==> src/rtl/mem_bus_pkg.sv <==
// Shared definitions for the banked memory arbiter: per-master state encoding,
// bank-select bit position and default geometry.
package mem_bus_pkg;

    typedef enum logic [1:0] {
        ST_IDLE = 2'd0,
        ST_ACC  = 2'd1,
        ST_RESP = 2'd2
    } mst_state_t;

    localparam int unsigned BANK_SEL_BIT = 3;
    localparam int unsigned DEF_AW       = 14;
    localparam int unsigned DEF_DW       = 64;

endpackage

==> src/rtl/mem_bank_rr.sv <==
// Two-way round-robin arbiter for one SRAM bank. The pointer names the master
// that wins the next conflict and flips to the loser only after a conflict.
module mem_bank_rr (
    input  logic       clk,
    input  logic       rst,
    input  logic [1:0] req,
    output logic [1:0] gnt
);

    logic ptr;

    always_comb begin
        gnt = req;
        if (req == 2'b11) begin
            gnt = ptr ? 2'b10 : 2'b01;
        end
    end

    always_ff @(posedge clk or posedge rst) begin
        if (rst) begin
            ptr <= 1'b0;
        end else if (req == 2'b11) begin
            ptr <= ~ptr;
        end
    end

endmodule

==> src/rtl/mem_bank_arbiter.sv <==
// Two-master (fetch, load/store) arbiter onto even/odd synchronous-read SRAM banks.
// Optional MEM_BANK_ADDR_CHECK_EN: out-of-range addresses answer with rsp_err, no bank access.
module mem_bank_arbiter
    import mem_bus_pkg::*;
#(
    parameter int unsigned AW = DEF_AW,
    parameter int unsigned DW = DEF_DW
) (
    input  logic            CLK,
    input  logic            RST,

    input  logic            m0_req_valid,
    output logic            m0_req_ready,
    input  logic [63:0]     m0_addr,
    input  logic [DW-1:0]   m0_data_w,
    input  logic [DW/8-1:0] m0_wstrb,
    input  logic            m0_wen,
    output logic            m0_rsp_valid,
    input  logic            m0_rsp_ready,
    output logic [DW-1:0]   m0_data_r,
    output logic            m0_rsp_err,

    input  logic            m1_req_valid,
    output logic            m1_req_ready,
    input  logic [63:0]     m1_addr,
    input  logic [DW-1:0]   m1_data_w,
    input  logic [DW/8-1:0] m1_wstrb,
    input  logic            m1_wen,
    output logic            m1_rsp_valid,
    input  logic            m1_rsp_ready,
    output logic [DW-1:0]   m1_data_r,
    output logic            m1_rsp_err,

    output logic            bE_en,
    output logic            bE_wen,
    output logic [AW-1:0]   bE_addr,
    output logic [DW-1:0]   bE_data_w,
    output logic [DW/8-1:0] bE_wstrb,
    input  logic [DW-1:0]   bE_data_r,

    output logic            bO_en,
    output logic            bO_wen,
    output logic [AW-1:0]   bO_addr,
    output logic [DW-1:0]   bO_data_w,
    output logic [DW/8-1:0] bO_wstrb,
    input  logic [DW-1:0]   bO_data_r
);

    localparam int unsigned SW = DW / 8;

    logic [1:0]    req_valid, rsp_ready, wen, req_ready;
    logic [63:0]   addr   [2];
    logic [DW-1:0] data_w [2];
    logic [SW-1:0] wstrb  [2];

    mst_state_t    state    [2];
    mst_state_t    state_nx [2];
    logic [1:0]    eligible, bank_sel, addr_bad, req_e, req_o, gnt_e, gnt_o;
    logic [1:0]    acc_bank, acc_wen, acc_err, rsp_err;
    logic [DW-1:0] rsp_data [2];
    logic          unused_addr;

    assign req_valid = {m1_req_valid, m0_req_valid};
    assign rsp_ready = {m1_rsp_ready, m0_rsp_ready};
    assign wen       = {m1_wen, m0_wen};
    assign addr[0]   = m0_addr;
    assign addr[1]   = m1_addr;
    assign data_w[0] = m0_data_w;
    assign data_w[1] = m1_data_w;
    assign wstrb[0]  = m0_wstrb;
    assign wstrb[1]  = m1_wstrb;

`ifdef MEM_BANK_ADDR_CHECK_EN
    assign unused_addr = ^{addr[0][2:0], addr[1][2:0]};
`else
    assign unused_addr = ^{addr[0][63:AW+4], addr[0][2:0], addr[1][63:AW+4], addr[1][2:0]};
`endif

    // Eligibility is gated by reset so no grant or bank strobe leaks out while RST is high.
    always_comb begin
        eligible = '0;
        bank_sel = '0;
        addr_bad = '0;
        req_e    = '0;
        req_o    = '0;
        for (int unsigned i = 0; i < 2; i++) begin
            eligible[i] = !RST && req_valid[i] &&
                          (state[i] == ST_IDLE || (state[i] == ST_RESP && rsp_ready[i]));
            bank_sel[i] = addr[i][BANK_SEL_BIT];
`ifdef MEM_BANK_ADDR_CHECK_EN
            addr_bad[i] = |addr[i][63:AW+4];
`else
            addr_bad[i] = 1'b0;
`endif
            req_e[i] = eligible[i] && !addr_bad[i] && !bank_sel[i];
            req_o[i] = eligible[i] && !addr_bad[i] &&  bank_sel[i];
        end
    end

    mem_bank_rr u_rr_even (.clk(CLK), .rst(RST), .req(req_e), .gnt(gnt_e));
    mem_bank_rr u_rr_odd  (.clk(CLK), .rst(RST), .req(req_o), .gnt(gnt_o));

    // Out-of-range requests take no bank slot, so they are granted unconditionally.
    always_comb begin
        req_ready = '0;
        for (int unsigned i = 0; i < 2; i++) begin
            req_ready[i] = eligible[i] && (addr_bad[i] || gnt_e[i] || gnt_o[i]);
            state_nx[i]  = state[i];
            case (state[i])
                ST_IDLE: if (req_ready[i]) state_nx[i] = ST_ACC;
                ST_ACC:  state_nx[i] = ST_RESP;
                ST_RESP: if (rsp_ready[i]) state_nx[i] = req_ready[i] ? ST_ACC : ST_IDLE;
                default: state_nx[i] = ST_IDLE;
            endcase
        end
    end

    always_comb begin
        bE_en     = |gnt_e;
        bE_wen    = 1'b0;
        bE_addr   = '0;
        bE_data_w = '0;
        bE_wstrb  = '0;
        bO_en     = |gnt_o;
        bO_wen    = 1'b0;
        bO_addr   = '0;
        bO_data_w = '0;
        bO_wstrb  = '0;
        for (int unsigned i = 0; i < 2; i++) begin
            if (gnt_e[i]) begin
                bE_wen    = wen[i];
                bE_addr   = addr[i][AW+3:4];
                bE_data_w = data_w[i];
                bE_wstrb  = wstrb[i];
            end
            if (gnt_o[i]) begin
                bO_wen    = wen[i];
                bO_addr   = addr[i][AW+3:4];
                bO_data_w = data_w[i];
                bO_wstrb  = wstrb[i];
            end
        end
    end

    always_ff @(posedge CLK or posedge RST) begin
        if (RST) begin
            for (int unsigned i = 0; i < 2; i++) begin
                state[i]    <= ST_IDLE;
                acc_bank[i] <= 1'b0;
                acc_wen[i]  <= 1'b0;
                acc_err[i]  <= 1'b0;
                rsp_err[i]  <= 1'b0;
                rsp_data[i] <= '0;
            end
        end else begin
            for (int unsigned i = 0; i < 2; i++) begin
                state[i] <= state_nx[i];
                if (req_ready[i]) begin
                    acc_bank[i] <= bank_sel[i];
                    acc_wen[i]  <= wen[i];
                    acc_err[i]  <= addr_bad[i];
                end
                if (state[i] == ST_ACC) begin
                    rsp_err[i] <= acc_err[i];
                    if (acc_wen[i] || acc_err[i]) begin
                        rsp_data[i] <= '0;
                    end else begin
                        rsp_data[i] <= acc_bank[i] ? bO_data_r : bE_data_r;
                    end
                end
            end
        end
    end

    assign m0_req_ready = req_ready[0];
    assign m1_req_ready = req_ready[1];
    assign m0_rsp_valid = (state[0] == ST_RESP);
    assign m1_rsp_valid = (state[1] == ST_RESP);
    assign m0_data_r    = rsp_data[0];
    assign m1_data_r    = rsp_data[1];
    assign m0_rsp_err   = rsp_err[0];
    assign m1_rsp_err   = rsp_err[1];

endmodule

==> config.mk <==
export PLATFORM = sky130hd
export DESIGN_NAME = mem_bank_arbiter
export DESIGN_NICKNAME = d
export VERILOG_FILES = /design/src/rtl/mem_bus_pkg.sv /design/src/rtl/mem_bank_rr.sv /design/src/rtl/mem_bank_arbiter.sv
export SDC_FILE = /design/constraint.sdc
export NUM_CORES = 1
export LEC_CHECK = 0
export ABC_AREA = 1
export CAP_MARGIN = 20
export CELL_PAD_IN_SITES_DETAIL_PLACEMENT = 1
export CELL_PAD_IN_SITES_GLOBAL_PLACEMENT = 1
export CORE_AREA = 10 10 268 270
export DETAILED_ROUTE_END_ITERATION = 10
export DIE_AREA = 0 0 278 280
export GPL_ROUTABILITY_DRIVEN = 0
export PLACE_DENSITY = 0.6
export SLEW_MARGIN = 20
export SYNTH_ARGS = -nofsm -noshare
export SYNTH_HDL_FRONTEND = slang
export SYNTH_HIERARCHICAL = 1
export SYNTH_SLANG_ARGS = --single-unit
==> constraint.sdc <==
create_clock -name CLK -period 13.6 [get_ports CLK]
set_clock_uncertainty 0.2 [all_clocks]
set_input_delay 2.72 -clock CLK [delete_from_list [all_inputs] [get_ports CLK]]
set_output_delay 2.72 -clock CLK [all_outputs]
set_load 0.005 [all_outputs]
==> flow_summary.toml <==
[outcome]
status = "finished, final reports clean"

[clock_tree]
cts_tree = "built"
cts_resized = 0
htreeDepth = 4
root_buffer = "clkbuf_16"
post_cts_buffers = 0
clkLatencyLatePin_ns = 0.43
ctsHoldBuffers = 0
clk_path_buf_depth = 2
cts_buffers = 17
clkTransAtPathRegs_ns = 0.06
numClockSinks = 138

[drt]
routed_wl_mm = 63.2
drtPass1Iterations = 5
routed-via-count = 11300
viasPerCell = 4.03
final_antenna_net_count = 0
drc_errors = 0
drt-wirelength-per-cell_um = 22.5
drt-initial-drc-count = 490

[floorplan]
die_area_um2 = 77800
coreArea_um2 = 66600
die_y_um = 280
num_io_pins = 718
rows = 95
initial_core_util_pct = 13.4
die_x_um = 278

[yosys]
synth_top_area_share_pct = 38.7
synth_top_area_cell = "dfrtp_1"
syn-mean-instance-area_um2 = 6.55
post_synth_num_cell_types = 20
synth_seq_area_share_pct = 38.7
yosysWarnings = 6
synth_cells = 1362
synth.area.top_cells = "dfrtp_1 (39%), nand2_1 (23%), o22ai_1 (12%)"
synth_seq_cells = 138
syn_area_um2 = 8920

[global_routing]
grt-ovfl-total = 0
grt_pass1_vias = 12400
grtUsageTotal_pct = 15.6
grt_pass1_wl_mm = 89.7
grt_max_degree = 90
antenna_found_initial = 28

[power]
vdd_drop_max_v = 0.0000684
power.density_nw_per_um2 = 126
finalPower_mw = 2.07
leakage_nw = 7.58

[worst_setup_path]
critPathRequiredTime_ns = 10.68
cp_max_fo = 55
end_kind = "primary output"
timing.rr.start = "state[0]"
crit_path_start = "RST"
arrival_ns = 6.77
reg2reg_to = "acc_bank[1]"
endpoint = "bE_data_w[21]"
reg2reg_depth = 13
critPathLaunchType = "primary input"
r2r_slack_ns = 10.27
path_class = "primary input to primary output"

[sta]
setup_viol = 0
worst_slack_ns = 3.91
fin_crit_sh_pct = 71.2
maxSlewHeadroom_pct = 26.0
min_period_ns = 9.69
hold_violations = 0
drv_slew = 0
fmax_ghz = 0.103
rsz0062_at_grt = "no"
tightest_slew_ns = 1.11
fin_hold_ws_ns = 0.277
setup_tns_ns = 0

[place]
dp_hpwl_mm = 49.5
place_ws_ns = 3.90
portBuffers = 617
place_area_um2 = 15700

[finish]
final_cell_mix = "clkdlybuf4s50_1 (617), nand2_1 (538), inv_1 (260)"
fin_nets = 2325
fillCellCount = 8097
stdcell_area_um2 = 16400
regArea_um2 = 3460
final_common_cell = "clkdlybuf4s50_1"
multi_input_area_um2 = 3940
syn_to_final_growth_pct = 83.4
layout-drive-gt1-share_pct = 2.59

[run]
drv_cap = 0

[hold_path]
worstHoldPathType = "register to register"
power breakdown:
group / total, mW / switching [mW] / internal, mW
combinational: 0.901 / 0.408 / 0.493
clock: 0.489 / 0.203 / 0.286
sequential: 0.676 / 0.111 / 0.564
total: 2.07 / 0.722 / 1.34
worst max-delay path, cell delays in order:
cell             delay (ns)
clkdlybuf4s50_1        0.59
nor2_1                 0.22
nand2_1                0.08
nor2_1                 0.18
inv_1                  0.08
nor2_1                 0.25
inv_1                  0.10
a21oi_1                0.17
clkinv_2               0.36
nand2_4                0.48
buf_4                  0.62
o22ai_1                0.29
clkdlybuf4s50_1        0.53
final cells by class:
class,count,share of cell area [%]
flip-flops and latches,138,21.2
clock inverters,12,0.934
diodes,12,0.184
multi-input cells,870,24.1
clock buffers,18,2.62
well taps,873,6.68
repair buffers,627,38.2
inverters,263,6.08
worst min-delay path by stage:
stage                  startpoint            end  slack [ns]  cells past startpoint
floorplan           u_rr_even/ptr  u_rr_even/ptr        0.25                      2
global placement    m1_data_r[36]  m1_data_r[36]        0.26                      2
detailed placement  m1_data_r[58]  m1_data_r[58]        0.26                      2
CTS                 m1_data_r[36]  m1_data_r[36]        0.28                      2
global route         m1_data_r[0]   m1_data_r[0]        0.30                      2
finish              m0_data_r[27]  m0_data_r[27]        0.28                      2
kinds of logic (layout without fill, tap and decap cells):
family	after synthesis	count (layout)	synth area share [%]
other	1	14	0.0421
DFF	138	138	38.7
buffers and inverters	355	920	17.3
and+or+nand+nor	562	562	24.3
AOI/OAI and AO/OA	306	306	19.6
flip-flops by register name, indices dropped and copies added, names as in the netlist:
register and flops:
m0_data_r 64, u_rr_odd/ptr 1, state 4, acc_bank 2, u_rr_even/ptr 1, acc_wen 2, m1_data_r 64
metal layers:
metal  track usage (%)  up-vias  share of wire [%]
li1                  -     5385                  -
met1              16.3     5434                 38
met2              27.9      434                 51
met3              6.09       62                8.6
met4              5.39        8                2.4
met5                 0        -              0.073
cell usage after synthesis:
| cell type | count |
|---|---|
| a21oi_1 | 2 |
| buf_1 | 7 |
| buf_2 | 33 |
| buf_4 | 10 |
| buf_6 | 17 |
| clkbuf_1 | 19 |
| clkbuf_2 | 6 |
| conb_1 | 1 |
| dfrtp_1 | 138 |
| inv_1 | 261 |
| inv_2 | 2 |
| nand2_1 | 538 |
| nand2_2 | 4 |
| nand3_1 | 6 |
| nand4_1 | 2 |
| nor2_1 | 10 |
| nor2_8 | 2 |
| o21ai_0 | 110 |
| o21ai_1 | 20 |
| o22ai_1 | 174 |
through the flow:
| step | utilization, % | instances |
|---|---|---|
| 2_1_floorplan | - | 1363 |
| 4_1_cts | 24.5 | 2801 |
| 6_report | 24.6 | 2813 |
| 3_5_place_dp | 23.6 | 2771 |
| 3_3_place_gp | 23.6 | 2771 |
| 5_1_grt | 24.6 | 2810 |
Power figures use the tool's default switching activity.
